<file path="src/rtl/uart_pkg.sv">
// Shared UART definitions: FSM state encoding and default bit timing.
package uart_pkg;

  localparam int unsigned CLKS_PER_BIT_DEFAULT = 5208;  // 50 MHz / 9600 baud

  localparam logic [2:0] ST_IDLE   = 3'd0;
  localparam logic [2:0] ST_START  = 3'd1;
  localparam logic [2:0] ST_DATA   = 3'd2;
  localparam logic [2:0] ST_PARITY = 3'd3;
  localparam logic [2:0] ST_STOP   = 3'd4;

endpackage

</file>
<file path="src/rtl/uart_tx_fifo.sv">
// Synchronous FIFO with occupancy count; a push while full is dropped even if a pop coincides.
module uart_tx_fifo #(
  parameter int unsigned DEPTH = 4,
  parameter int unsigned WIDTH = 8
) (
  input  logic                       clk,
  input  logic                       rst,
  input  logic                       push_i,
  input  logic [WIDTH-1:0]           push_data_i,
  input  logic                       pop_i,
  output logic [WIDTH-1:0]           head_o,
  output logic                       full_o,
  output logic                       empty_o,
  output logic [$clog2(DEPTH):0]     count_o
);

  localparam int unsigned AW = $clog2(DEPTH);
  localparam int unsigned CW = AW + 1;

  logic [WIDTH-1:0] mem_q [DEPTH];
  logic [AW-1:0]    wr_ptr_q, rd_ptr_q;
  logic [CW-1:0]    count_q;
  logic             push_ok, pop_ok;

  assign full_o  = (count_q == CW'(DEPTH));
  assign empty_o = (count_q == '0);
  assign count_o = count_q;
  assign head_o  = mem_q[rd_ptr_q];
  assign push_ok = push_i && !full_o;
  assign pop_ok  = pop_i && !empty_o;

  always_ff @(posedge clk) begin
    if (push_ok) mem_q[wr_ptr_q] <= push_data_i;
  end

  always_ff @(posedge clk or posedge rst) begin
    if (rst) begin
      wr_ptr_q <= '0;
      rd_ptr_q <= '0;
      count_q  <= '0;
    end else begin
      if (push_ok) wr_ptr_q <= wr_ptr_q + AW'(1);
      if (pop_ok)  rd_ptr_q <= rd_ptr_q + AW'(1);
      case ({push_ok, pop_ok})
        2'b10:   count_q <= count_q + CW'(1);
        2'b01:   count_q <= count_q - CW'(1);
        default: count_q <= count_q;
      endcase
    end
  end

endmodule

</file>
<file path="src/rtl/uart_tx.sv">
// UART transmitter: FIFO-buffered 8N1 frames, LSB first, internal baud counter.
// Optional even parity bit when UART_TX_PARITY_EN is defined.
module uart_tx
  import uart_pkg::*;
#(
  parameter int unsigned CLKS_PER_BIT = CLKS_PER_BIT_DEFAULT,
  parameter int unsigned FIFO_DEPTH   = 4
) (
  input  logic                          sysclk,
  input  logic                          reset,
  input  logic [7:0]                    tx_data,
  input  logic                          tx_valid,
  output logic                          tx_ready,
  output logic                          UART_TX,
  output logic                          tx_busy,
  output logic [$clog2(FIFO_DEPTH):0]   fifo_count
);

  localparam int unsigned BW = $clog2(CLKS_PER_BIT);

  logic [2:0]    state_q, state_d;
  logic [BW-1:0] baud_q, baud_d;
  logic [2:0]    idx_q, idx_d;
  logic [7:0]    shift_q, shift_d;
  logic          tx_q, tx_d;
  logic          busy_q, busy_d;
`ifdef UART_TX_PARITY_EN
  logic          parity_q, parity_d;
`endif

  logic       pop_c;
  logic       fifo_full, fifo_empty;
  logic [7:0] fifo_head;
  logic       baud_last;

  uart_tx_fifo #(
    .DEPTH (FIFO_DEPTH),
    .WIDTH (8)
  ) u_fifo (
    .clk         (sysclk),
    .rst         (reset),
    .push_i      (tx_valid),
    .push_data_i (tx_data),
    .pop_i       (pop_c),
    .head_o      (fifo_head),
    .full_o      (fifo_full),
    .empty_o     (fifo_empty),
    .count_o     (fifo_count)
  );

  assign tx_ready  = !fifo_full;
  assign UART_TX   = tx_q;
  assign tx_busy   = busy_q;
  assign baud_last = (baud_q == BW'(CLKS_PER_BIT - 1));

  always_ff @(posedge sysclk or posedge reset) begin
    if (reset) begin
      state_q  <= ST_IDLE;
      baud_q   <= '0;
      idx_q    <= '0;
      shift_q  <= '0;
      tx_q     <= 1'b1;
      busy_q   <= 1'b0;
`ifdef UART_TX_PARITY_EN
      parity_q <= 1'b0;
`endif
    end else begin
      state_q  <= state_d;
      baud_q   <= baud_d;
      idx_q    <= idx_d;
      shift_q  <= shift_d;
      tx_q     <= tx_d;
      busy_q   <= busy_d;
`ifdef UART_TX_PARITY_EN
      parity_q <= parity_d;
`endif
    end
  end

  always_comb begin
    state_d  = state_q;
    baud_d   = baud_q;
    idx_d    = idx_q;
    shift_d  = shift_q;
    tx_d     = tx_q;
    pop_c    = 1'b0;
`ifdef UART_TX_PARITY_EN
    parity_d = parity_q;
`endif

    if (state_q != ST_IDLE) baud_d = baud_last ? '0 : baud_q + BW'(1);

    case (state_q)
      ST_IDLE: begin
        baud_d = '0;
        if (!fifo_empty) pop_c = 1'b1;
      end
      ST_START: begin
        if (baud_last) begin
          state_d = ST_DATA;
          tx_d    = shift_q[0];
        end
      end
      ST_DATA: begin
        if (baud_last) begin
          if (idx_q == 3'd7) begin
`ifdef UART_TX_PARITY_EN
            state_d = ST_PARITY;
            tx_d    = parity_q;
`else
            state_d = ST_STOP;
            tx_d    = 1'b1;
`endif
          end else begin
            idx_d   = idx_q + 3'd1;
            shift_d = {1'b0, shift_q[7:1]};
            tx_d    = shift_q[1];
          end
        end
      end
`ifdef UART_TX_PARITY_EN
      ST_PARITY: begin
        if (baud_last) begin
          state_d = ST_STOP;
          tx_d    = 1'b1;
        end
      end
`endif
      ST_STOP: begin
        if (baud_last) begin
          if (!fifo_empty) pop_c   = 1'b1;
          else             state_d = ST_IDLE;
        end
      end
      default: begin
        state_d = ST_IDLE;
        tx_d    = 1'b1;
      end
    endcase

    // Frame start shared by IDLE and back-to-back STOP exits.
    if (pop_c) begin
      state_d  = ST_START;
      baud_d   = '0;
      idx_d    = '0;
      shift_d  = fifo_head;
      tx_d     = 1'b0;
`ifdef UART_TX_PARITY_EN
      parity_d = ^fifo_head;
`endif
    end

    busy_d = (state_d != ST_IDLE);
  end

endmodule

</file>
<file path="config.mk">
export PLATFORM = sky130hd
export DESIGN_NAME = uart_tx
export DESIGN_NICKNAME = d
export VERILOG_FILES = /design/src/rtl/uart_pkg.sv /design/src/rtl/uart_tx_fifo.sv /design/src/rtl/uart_tx.sv
export SDC_FILE = /design/constraint.sdc
export NUM_CORES = 1
export LEC_CHECK = 0
export BUFFER_PORTS_ARGS = -buffer_cell sky130_fd_sc_hd__buf_2
export CAP_MARGIN = 20
export CELL_PAD_IN_SITES_DETAIL_PLACEMENT = 2
export CELL_PAD_IN_SITES_GLOBAL_PLACEMENT = 2
export CORE_AREA = 10 10 94 96
export CTS_CLUSTER_SIZE = 12
export DETAILED_ROUTE_END_ITERATION = 16
export DIE_AREA = 0 0 104 106
export GPL_TIMING_DRIVEN = 0
export HOLD_SLACK_MARGIN = 0.15
export PLACE_DENSITY_LB_ADDON = 0.1
export SYNTH_ARGS = -nofsm -noshare
export SYNTH_HDL_FRONTEND = slang
export SYNTH_HIERARCHICAL = 1
export SYNTH_SLANG_ARGS = --single-unit
</file>
<file path="constraint.sdc">
create_clock -name sysclk -period 4.6 [get_ports sysclk]
set_clock_uncertainty 0.05 [all_clocks]
set_input_delay 0.92 -clock sysclk [delete_from_list [all_inputs] [get_ports sysclk]]
set_output_delay 0.92 -clock sysclk [all_outputs]
set_load 0.05 [all_outputs]
</file>
==> results of run 1 <==
## cell usage in the layout (no fill, tap or decap), drive strengths merged, types with 3 or more instances in the layout
cell type,instances
and4bb,3
dfrtp,35
and3,3
mux4,8
xnor2,6
nor2,17
buf,23
inv,15
nand4,5
nand3,6
nand2,6
and2,6
mux2i,5
a21oi,5
xor2,10
o21ai,4
clkbuf,12
edfxtp,32
ha,8
nor3,3
mux2,15
## state kept, by name (all words and copies together), names as in the netlist
register,count
u_fifo/mem_q,32
baud_q,13
shift_q,8
idx_q,3
state_q,3
u_fifo/count_o,3
u_fifo/rd_ptr_q,2
u_fifo/wr_ptr_q,2
UART_TX,1
tx_busy,1
## cells by family (layout without fill, tap and decap cells)
kind of cell	after synthesis	count (layout)	synth area share [%]
DFF	68	68	58.48
and+or+nand+nor	60	60	11.98
muxes	28	28	13.94
buffers and inverters	20	53	3.181
AOI/OAI and AO/OA	19	19	4.242
xor gates and xnor gates	16	16	4.399
adders and majority gates	9	9	3.771
## layer usage
metal  vias up  GRT usage [%]  routed length (microns)
met3        11          3.080                      156
met4         0          5.964                      127
met2        19          24.59                     3630
met1       956          14.82                     2946
met5         -              0                        0
li1        850              -                        -
## cell type report
class                      count  area [sq um]  share of cell area (%)
clock buffer                   9         123.9                   3.397
timing repair buffer          17         107.6                   2.951
clock inverter                 7         105.1                   2.883
inverter                      11         41.29                   1.132
sequential                    68          1863                   51.10
buffer                         9         60.06                   1.647
multi-input combinational    132          1221                   33.49
tap                           99         123.9                   3.397
## stage by stage
| stage | util (%) | worst slack, ns |
|---|---|---|
| 2_1_floorplan | - | 1.861 |
| 3_3_place_gp | 48.01 | 1.480 |
| 3_5_place_dp | 48.40 | 1.367 |
| 4_1_cts | 51.65 | 1.339 |
| 5_1_grt | 51.65 | 1.157 |
| 6_report | 51.65 | 1.390 |
## worst max-delay path, cell delays in order (launching register included)
cell and delay (ns):
dfrtp_1 0.37, ha_1 0.31, and4bb_2 0.34, nand3_4 0.15
a211oi_4 0.37, buf_6 0.21, o31a_2 0.20, ha_1 0.20
inv_1 0.06, fa_1 0.37, xor2_1 0.16, nor2_1 0.13
xor2_1 0.20
## path summary, 6_finish.rpt
path                                            start                             to  slack, ns  depth (start not counted)
worst max-delay path            baud_q[0]$_DFFE_PP0P_  u_fifo/count_o[2]$_DFFE_PP0P_       1.39                         12
min in group asynchronous                       reset  u_fifo/count_o[2]$_DFFE_PP0P_       0.45                          2
worst min-delay path            baud_q[0]$_DFFE_PP0P_          baud_q[0]$_DFFE_PP0P_       0.40                          1
max in group asynchronous                       reset         baud_q[10]$_DFFE_PP0P_       3.39                          3
worst min register to register  baud_q[0]$_DFFE_PP0P_          baud_q[0]$_DFFE_PP0P_       0.40                          1
worst max register to register  baud_q[0]$_DFFE_PP0P_  u_fifo/count_o[2]$_DFFE_PP0P_       1.39                         12
## power by group
group	switching (mW)	internal (mW)
clock network	0.267	0.315
registers	0.110	0.799
logic	0.339	0.295
total	0.716	1.41
==> run metrics, run 1 <==
status complete, no violations; I/O Buffers 16; Initial Util 45.13%; Rel. slew slack about two fifths; overall global routing resource usage about 14%; Lkg Pwr between 1.5 and 2 nW; asr flop ratio synth roughly 53%; most frequent cell after synthesis dfrtp_1; pin count of the biggest net entering global routing 17; FF+latch count, synth 68; sequential fraction of the synthesis area 58.48%; Crit. End Element flip-flop; first-pass GRT wire length 11760 microns; Area Growth Syn to Fin 14.45%; CTS tree done; Vias/cell 5.216; Worst Path Max Fanout 10; cell taking the most area after synthesis edfxtp_1; Max-Cap Viols 0; TritonCTS Buffers 9; Die Ht 106 microns; prevailing post-synth register cell dfrtp_1; Layout Cells excl Fill about 350; Final Max Slew Viols 0; Setup TNS Final 0 ns; Slew @ Worst Pin 0.8764 ns; fin nets between 200 and 300; Hold Fails Final Rpt 0; antenna-violating nets left 0; Worst-path clk slew around 0.090 ns; fillers 684; Post-synth top cells dfrtp_1, edfxtp_1, nor2_1; VDD IR max 0.3153 mV; Post-CTS Setup Inserts 0; Achievable Freq 311.5 MHz; Design Power 2.124 mW; die area 11020 sq um; drt wl/cell 19.49 microns; RSZ-0062 raised after global routing false; Resized Gates After CTS 0; vias in the first global route 2178; setup violators final 0; core area 7059 sq um; num rows 31; Critical Path RT a little under 5 ns; Synth Instances 220; die span in x 104 microns; Iter 0 DRT Violations 29; fin crit share 69.78%; CTS HTree Levels 3; type of element launching the critical path flip-flop; number of flops mapped to enable cells by yosys 32; post-synthesis cell type count 45; dpl hpwl slightly below 5000 microns; Pwr Density 582.5 nW/um^2; via count 1836; clk sinks 68; Setup CP Type flip-flop to flip-flop; drt first pass iters 3; WHS 0.4021 ns; YS warnings 6; drt drc 0; post-route cell area 3646 sq um; Worst-Skew Late Latency roughly 0.36 ns; layout cells sized above 1 31.23%; CTS Hold Buffers Added 0; Synth area leaders edfxtp_1, dfrtp_1, mux2_4, mux4_2, ha_1; antenna violations before repair 0; Hold Crit Class flip-flop to flip-flop; Cells after DPL about 340; clock period minus worst slack approximately 3.2 ns; clk root buf clkbuf_8; WL final 6860 microns; area of the mapped netlist 3186 sq um; Placed Area 3417 sq um; Ports 17; Ant. Diodes 0; Max Root-Sink Buffers 2; top cell type's share of synthesized area 30.16%; global route overflow 0; Arrival @ worst endpoint 3.44 ns; routability cong. 0.7545; Net Count, Synth 240; synthesized area per cell about 14 sq um
(Power assumes the default switching activity.)
==> run 2, diff against run 1 <==
Settings changed: CORE_AREA 10 10 94 96 to 10 10 97 99, DIE_AREA 0 0 104 106 to 0 0 107 109.
Clock period 4.6 ns to 3 ns, I/O delays scaled along.
==> run metrics, run 2 (synthesis results as in run 1) <==
Worst Path Max Fanout 8 (was 10); Arrival @ worst endpoint 3.06 ns (was 3.44 ns); r2r setup slk 0.18 ns (was 1.39 ns); layout cells sized above 1 33.08% (was 31.23%); most flop-heavy register u_fifo/mem_q (unchanged); global route overflow 0 (unchanged); clk root buf clkbuf_8 (unchanged); Achievable Freq 354.2 MHz (was 311.5 MHz); Hold Fails Final Rpt 0 (unchanged); Slew @ Worst Pin 0.7987 ns (was 0.8764 ns); FF/Latch Area 1863 sq um (unchanged); Initial Util 42.32% (was 45.13%); Max Root-Sink Buffers 2 (unchanged); first-pass GRT wire length 10530 microns (was 11760 microns); Pwr Density 837.6 nW/um^2 (was 582.5 nW/um^2); Worst-Skew Late Latency 0.36 ns (about the same); CP peak stage delay 0.41 ns (was 0.37 ns); antenna violations before repair 0 (unchanged); r2r worst-path depth 12 (unchanged); most common cell after layout, fill and taps aside dfrtp_1 (unchanged); TritonCTS Buffers 9 (unchanged); Hold Crit Class input port to flip-flop (was flip-flop to flip-flop); slowest library cell on the worst path dfrtp_1 (unchanged); Setup CP Type flip-flop to flip-flop (unchanged); WL final 6248 microns (was 6860 microns); Layout Cells excl Fill 362 (was 352); die span in x 107 microns (was 104 microns); setup violators final 0 (unchanged); status complete, no violations (unchanged); Critical Path RT 3.23 ns (was 4.83 ns); num rows 32 (was 31); vias in the first global route 2069 (was 2178); type of element launching the critical path flip-flop (unchanged); fin nets 275 (was 268); routability cong. 0.6784 (was 0.7545); antenna-violating nets left 0 (unchanged); overall global routing resource usage 11.70% (was 13.52%); leading cell types in the layout, fill and taps excluded dfrtp_1, edfxtp_1, buf_2, nor2_1, mux2_4 (unchanged); I/O Buffers 16 (unchanged); Design Power 3.074 mW (was 2.124 mW); WHS Path Cells 1 (unchanged); Cells after DPL 339 (was 336); multi-input combinational cell area 1234 sq um (was 1221 sq um); die area 11660 sq um (was 11020 sq um); Crit Reg-Reg Startpoint baud_q[0]$_DFFE_PP0P_ (unchanged); biggest regs u_fifo/mem_q x32, baud_q x13, shift_q x8 (unchanged); Max-Cap Viols 0 (unchanged); Final Max Slew Viols 0 (unchanged); pin count of the biggest net entering global routing 17 (unchanged); Crit. End Element flip-flop (unchanged); Placed Area 3421 sq um (was 3417 sq um); fillers 757 (was 684); drt wl/cell 17.26 microns (was 19.49 microns); cell chain of the critical path ha_4, and4bb_2, nand3_4, a211oi_4, buf_6, o31a_2, ha_1, inv_1, fa_1, xor2_1, nor2_1, xor2_1 (was ha_1, and4bb_2, nand3_4, a211oi_4, buf_6, o31a_2, ha_1, inv_1, fa_1, xor2_1, nor2_1, xor2_1); clock period minus worst slack 2.823 ns (was 3.210 ns); via count 1818 (was 1836); Hold Path Origin tx_data[7] (was baud_q[0]$_DFFE_PP0P_); Ports 17 (unchanged); Vias/cell 5.022 (was 5.216); Die Ht 109 microns (was 106 microns); core area 7527 sq um (was 7059 sq um); drt first pass iters 3 (unchanged); hold endpoint u_fifo/mem_q[3][7]$_DFFE_PP_ (was baud_q[0]$_DFFE_PP0P_); CTS tree done (unchanged); drt drc 0 (unchanged); clk sinks 68 (unchanged); Area Growth Syn to Fin 15.20% (was 14.45%); VDD IR max 0.4580 mV (was 0.3153 mV); fin crit share 94.10% (was 69.78%); Worst-path clk slew 0.09 ns (about the same); Reg-to-Reg End u_fifo/count_o[2]$_DFFE_PP0P_ (unchanged); Setup TNS Final 0 ns (unchanged); Rel. slew slack 46.35% (was 41.13%); dpl hpwl 4243 microns (was 4803 microns); CP most frequent cell xor2_1; max reg flops 32 (unchanged); Iter 0 DRT Violations 41 (was 29); WHS 0.3972 ns (was 0.4021 ns); post-route cell area 3670 sq um (was 3646 sq um); CTS HTree Levels 3 (unchanged); Ant. Diodes 0 (unchanged); Lkg Pwr 1.516 nW (was 1.510 nW)
run 2: report_power, final:
group	switching (mW)	internal, mW	leakage [nW]
sequential	0.162	1.22	0.739
clock	0.399	0.311	0.0833
combinational	0.501	0.476	0.694
run 2: routing by layer:
layer / share of wire (%) / global-route usage [%] / up-vias
met1: 43 / 13.70 / 924
met4: 2.1 / 6.093 / 0
li1: - / - / 864
met2: 53 / 19.32 / 17
met5: 0 / 0 / -
met3: 2.8 / 3.304 / 13
run 2: final cells by class:
cell class	count	area share [%]
clock buffers	9	3.375
clock inverters	7	1.568
multi-input cells	132	33.62
well taps	102	3.478
inverters	11	1.125
repair buffers	24	4.432
plain buffers	9	1.637
flip-flops and latches	68	50.77
run 2: worst max path at each step:
stage	from	endpoint	slack, ns
after global placement	baud_q[0]$_DFFE_PP0P_	u_fifo/count_o[2]$_DFFE_PP0P_	-0.11
after floorplan	baud_q[0]$_DFFE_PP0P_	u_fifo/count_o[2]$_DFFE_PP0P_	0.26
after CTS	baud_q[0]$_DFFE_PP0P_	u_fifo/count_o[2]$_DFFE_PP0P_	0.02
after global routing	baud_q[0]$_DFFE_PP0P_	u_fifo/count_o[2]$_DFFE_PP0P_	-0.02
after detailed placement	baud_q[0]$_DFFE_PP0P_	u_fifo/count_o[2]$_DFFE_PP0P_	-0.15
final	baud_q[0]$_DFFE_PP0P_	u_fifo/count_o[2]$_DFFE_PP0P_	0.18
run 2: what timing repair did:
item | CTS | global route
setup buffers | 1 | 5
pin swaps | 1 | 1
hold buffers | 1 | 0
gates cloned | 0 | 0
resized for setup | 1 | 1
endpoints found under the setup margin | 1 | 1
endpoints found under the hold margin | 7 | 0
run 2: critical path, delay by kind of cell (launching register included):
kind	cells	cell delay, ns
compound gates	2	0.48
xor+xnor	2	0.30
buf+inv	2	0.22
fa+ha+maj	3	0.76
simple gates	3	0.53
flops	1	0.41
run 2: per-stage QoR:
step	util, %	setup WS (ns)
CTS	48.12	0.01503
global route	48.75	-0.01862
floorplan	-	0.2611
global placement	45.08	-0.1080
detailed placement	45.45	-0.1462
finish	48.75	0.1770
==> run 3, diff against run 2 <==
Settings changed: CORE_AREA 10 10 97 99 to 10 10 113 85, DIE_AREA 0 0 107 109 to 0 0 123 95.
==> run metrics, run 3 (synthesis results as in run 1) <==
pin count of the biggest net entering global routing 19 (was 17); CTS HTree Levels 3 (unchanged); via count 1815 (was 1818); leading cell types in the layout, fill and taps excluded dfrtp_1, edfxtp_1, buf_2, nor2_1, mux2_4 (unchanged); global route overflow 0 (unchanged); CTS tree done (unchanged); setup violators final 0 (unchanged); worst slack at placement -0.1462 ns (about the same); clk root buf clkbuf_8 (unchanged); WHS 0.4155 ns (was 0.3972 ns); status complete, no violations (unchanged); Final Max Slew Viols 0 (unchanged); Design Power 3.191 mW (was 3.074 mW); Worst-path clk slew 0.08 ns (was 0.09 ns); Worst-Skew Late Latency 0.35 ns (was 0.36 ns); Ports 17 (unchanged); num rows 27 (was 32); Worst Path Max Fanout 6 (was 8); Setup TNS Final 0 ns (unchanged); type of element launching the critical path flip-flop (unchanged); antenna-violating nets left 0 (unchanged); clock period minus worst slack 2.815 ns (was 2.823 ns); layout cells sized above 1 34.09% (was 33.08%); biggest regs u_fifo/mem_q x32, baud_q x13, shift_q x8 (unchanged); Lkg Pwr 1.545 nW (was 1.516 nW); fin crit share 93.82% (was 94.10%); setup ws final 0.1853 ns (was 0.1770 ns); WL final 6767 microns (was 6248 microns); drt first pass iters 4 (was 3); overall global routing resource usage 12.68% (was 11.70%); vias in the first global route 2023 (was 2069); fillers 741 (was 757); die area 11690 sq um (was 11660 sq um); Iter 0 DRT Violations 101 (was 41); die span in x 123 microns (was 107 microns); most flop-heavy register u_fifo/mem_q (unchanged); fin nets 279 (was 275); post-route cell area 3716 sq um (was 3670 sq um); Achievable Freq 355.3 MHz (was 354.2 MHz); Ant. Diodes 0 (unchanged); Max Root-Sink Buffers 2 (unchanged); Hold Crit Class input port to flip-flop (unchanged); Setup CP Type flip-flop to flip-flop (unchanged); clk sinks 68 (unchanged); multi-input combinational cell area 1234 sq um (unchanged); routability cong. 0.6676 (was 0.6784); Layout Cells excl Fill 365 (was 362); Die Ht 95 microns (was 109 microns); Cells after DPL 338 (was 339); Vias/cell 4.973 (was 5.022); Hold Fails Final Rpt 0 (unchanged); VDD IR max 0.4316 mV (was 0.4580 mV); Area Growth Syn to Fin 16.65% (was 15.20%); drt drc 0 (unchanged); Placed Area 3420 sq um (was 3421 sq um); I/O Buffers 16 (unchanged); TritonCTS Buffers 9 (unchanged); Crit. End Element flip-flop (unchanged); final core occ 49.33% (was 48.75%); Max-Cap Viols 0 (unchanged); Pwr Density 858.6 nW/um^2 (was 837.6 nW/um^2); Critical Path RT 3.22 ns (was 3.23 ns); Rel. slew slack 48.38% (was 46.35%); Slew @ Worst Pin 0.7684 ns (was 0.7987 ns); most common cell after layout, fill and taps aside dfrtp_1 (unchanged); dpl hpwl 4681 microns (was 4243 microns); FF/Latch Area 1863 sq um (unchanged); drt wl/cell 18.54 microns (was 17.26 microns); Initial Util 42.29% (was 42.32%); max reg flops 32 (unchanged); Arrival @ worst endpoint 3.04 ns (was 3.06 ns); core area 7533 sq um (was 7527 sq um); first-pass GRT wire length 11250 microns (was 10530 microns); antenna violations before repair 0 (unchanged)
## run 3: cell count changes in the layout (fill, tap and decap cells not counted), sizes merged
cell / change
buf: +4
bufinv: +1
clkinv: +2
inv: -3
## run 3: final timing paths
path	startpoint	endpoint	slack [ns]	cells after the start
worst max-delay path	baud_q[0]$_DFFE_PP0P_	u_fifo/count_o[2]$_DFFE_PP0P_	0.19	12
worst min-delay path	tx_data[5]	u_fifo/mem_q[3][5]$_DFFE_PP_	0.42	1
worst max register to register	baud_q[0]$_DFFE_PP0P_	u_fifo/count_o[2]$_DFFE_PP0P_	0.19	12
worst min register to register	UART_TX$_DFFE_PP1P_	UART_TX$_DFFE_PP1P_	0.48	2
max in group asynchronous	reset	baud_q[0]$_DFFE_PP0P_	1.57	4
min in group asynchronous	reset	u_fifo/rd_ptr_q[0]$_DFFE_PP0P_	0.68	3
## run 3: metal layers
metal / vias up / global-route usage [%] / part of all wire (%)
met5: - / 0 / 0
met4: 0 / 5.222 / 1.6
met3: 13 / 3.576 / 3.1
met2: 20 / 18.77 / 45
met1: 912 / 17.16 / 50
li1: 870 / - / -
## run 3: power breakdown
part | switching [mW] | internal, mW | leakage, nW
clock network | 0.374 | 0.386 | 0.0918
registers | 0.171 | 1.22 | 0.739
logic | 0.539 | 0.496 | 0.714
## run 3: what timing repair did
item                                    in CTS  in global routing
gates resized for setup                      2                  0
hold buffers                                 1                  0
hold endpoints to repair                     7                  0
endpoints found under the setup margin       2                  1
pin swaps                                    1                  2
setup buffers                                1                  9
## run 3: layout make-up
cell class / count / share of cell area, %
clock inverters: 7 / 2.020
inverters: 11 / 1.111
multi-input cells: 132 / 33.20
clock buffers: 9 / 3.333
plain buffers: 9 / 1.616
repair buffers: 28 / 5.185
well taps: 101 / 3.401
flip-flops and latches: 68 / 50.13
## run 3: critical path, stage by stage (launching register included)
cell,delay (ns)
dfrtp_1,0.42
ha_4,0.20
and4bb_2,0.30
nand3_4,0.10
a211oi_4,0.29
buf_6,0.16
o31a_2,0.18
ha_1,0.18
inv_1,0.06
fa_1,0.38
xor2_1,0.15
nor2_1,0.11
xor2_1,0.16
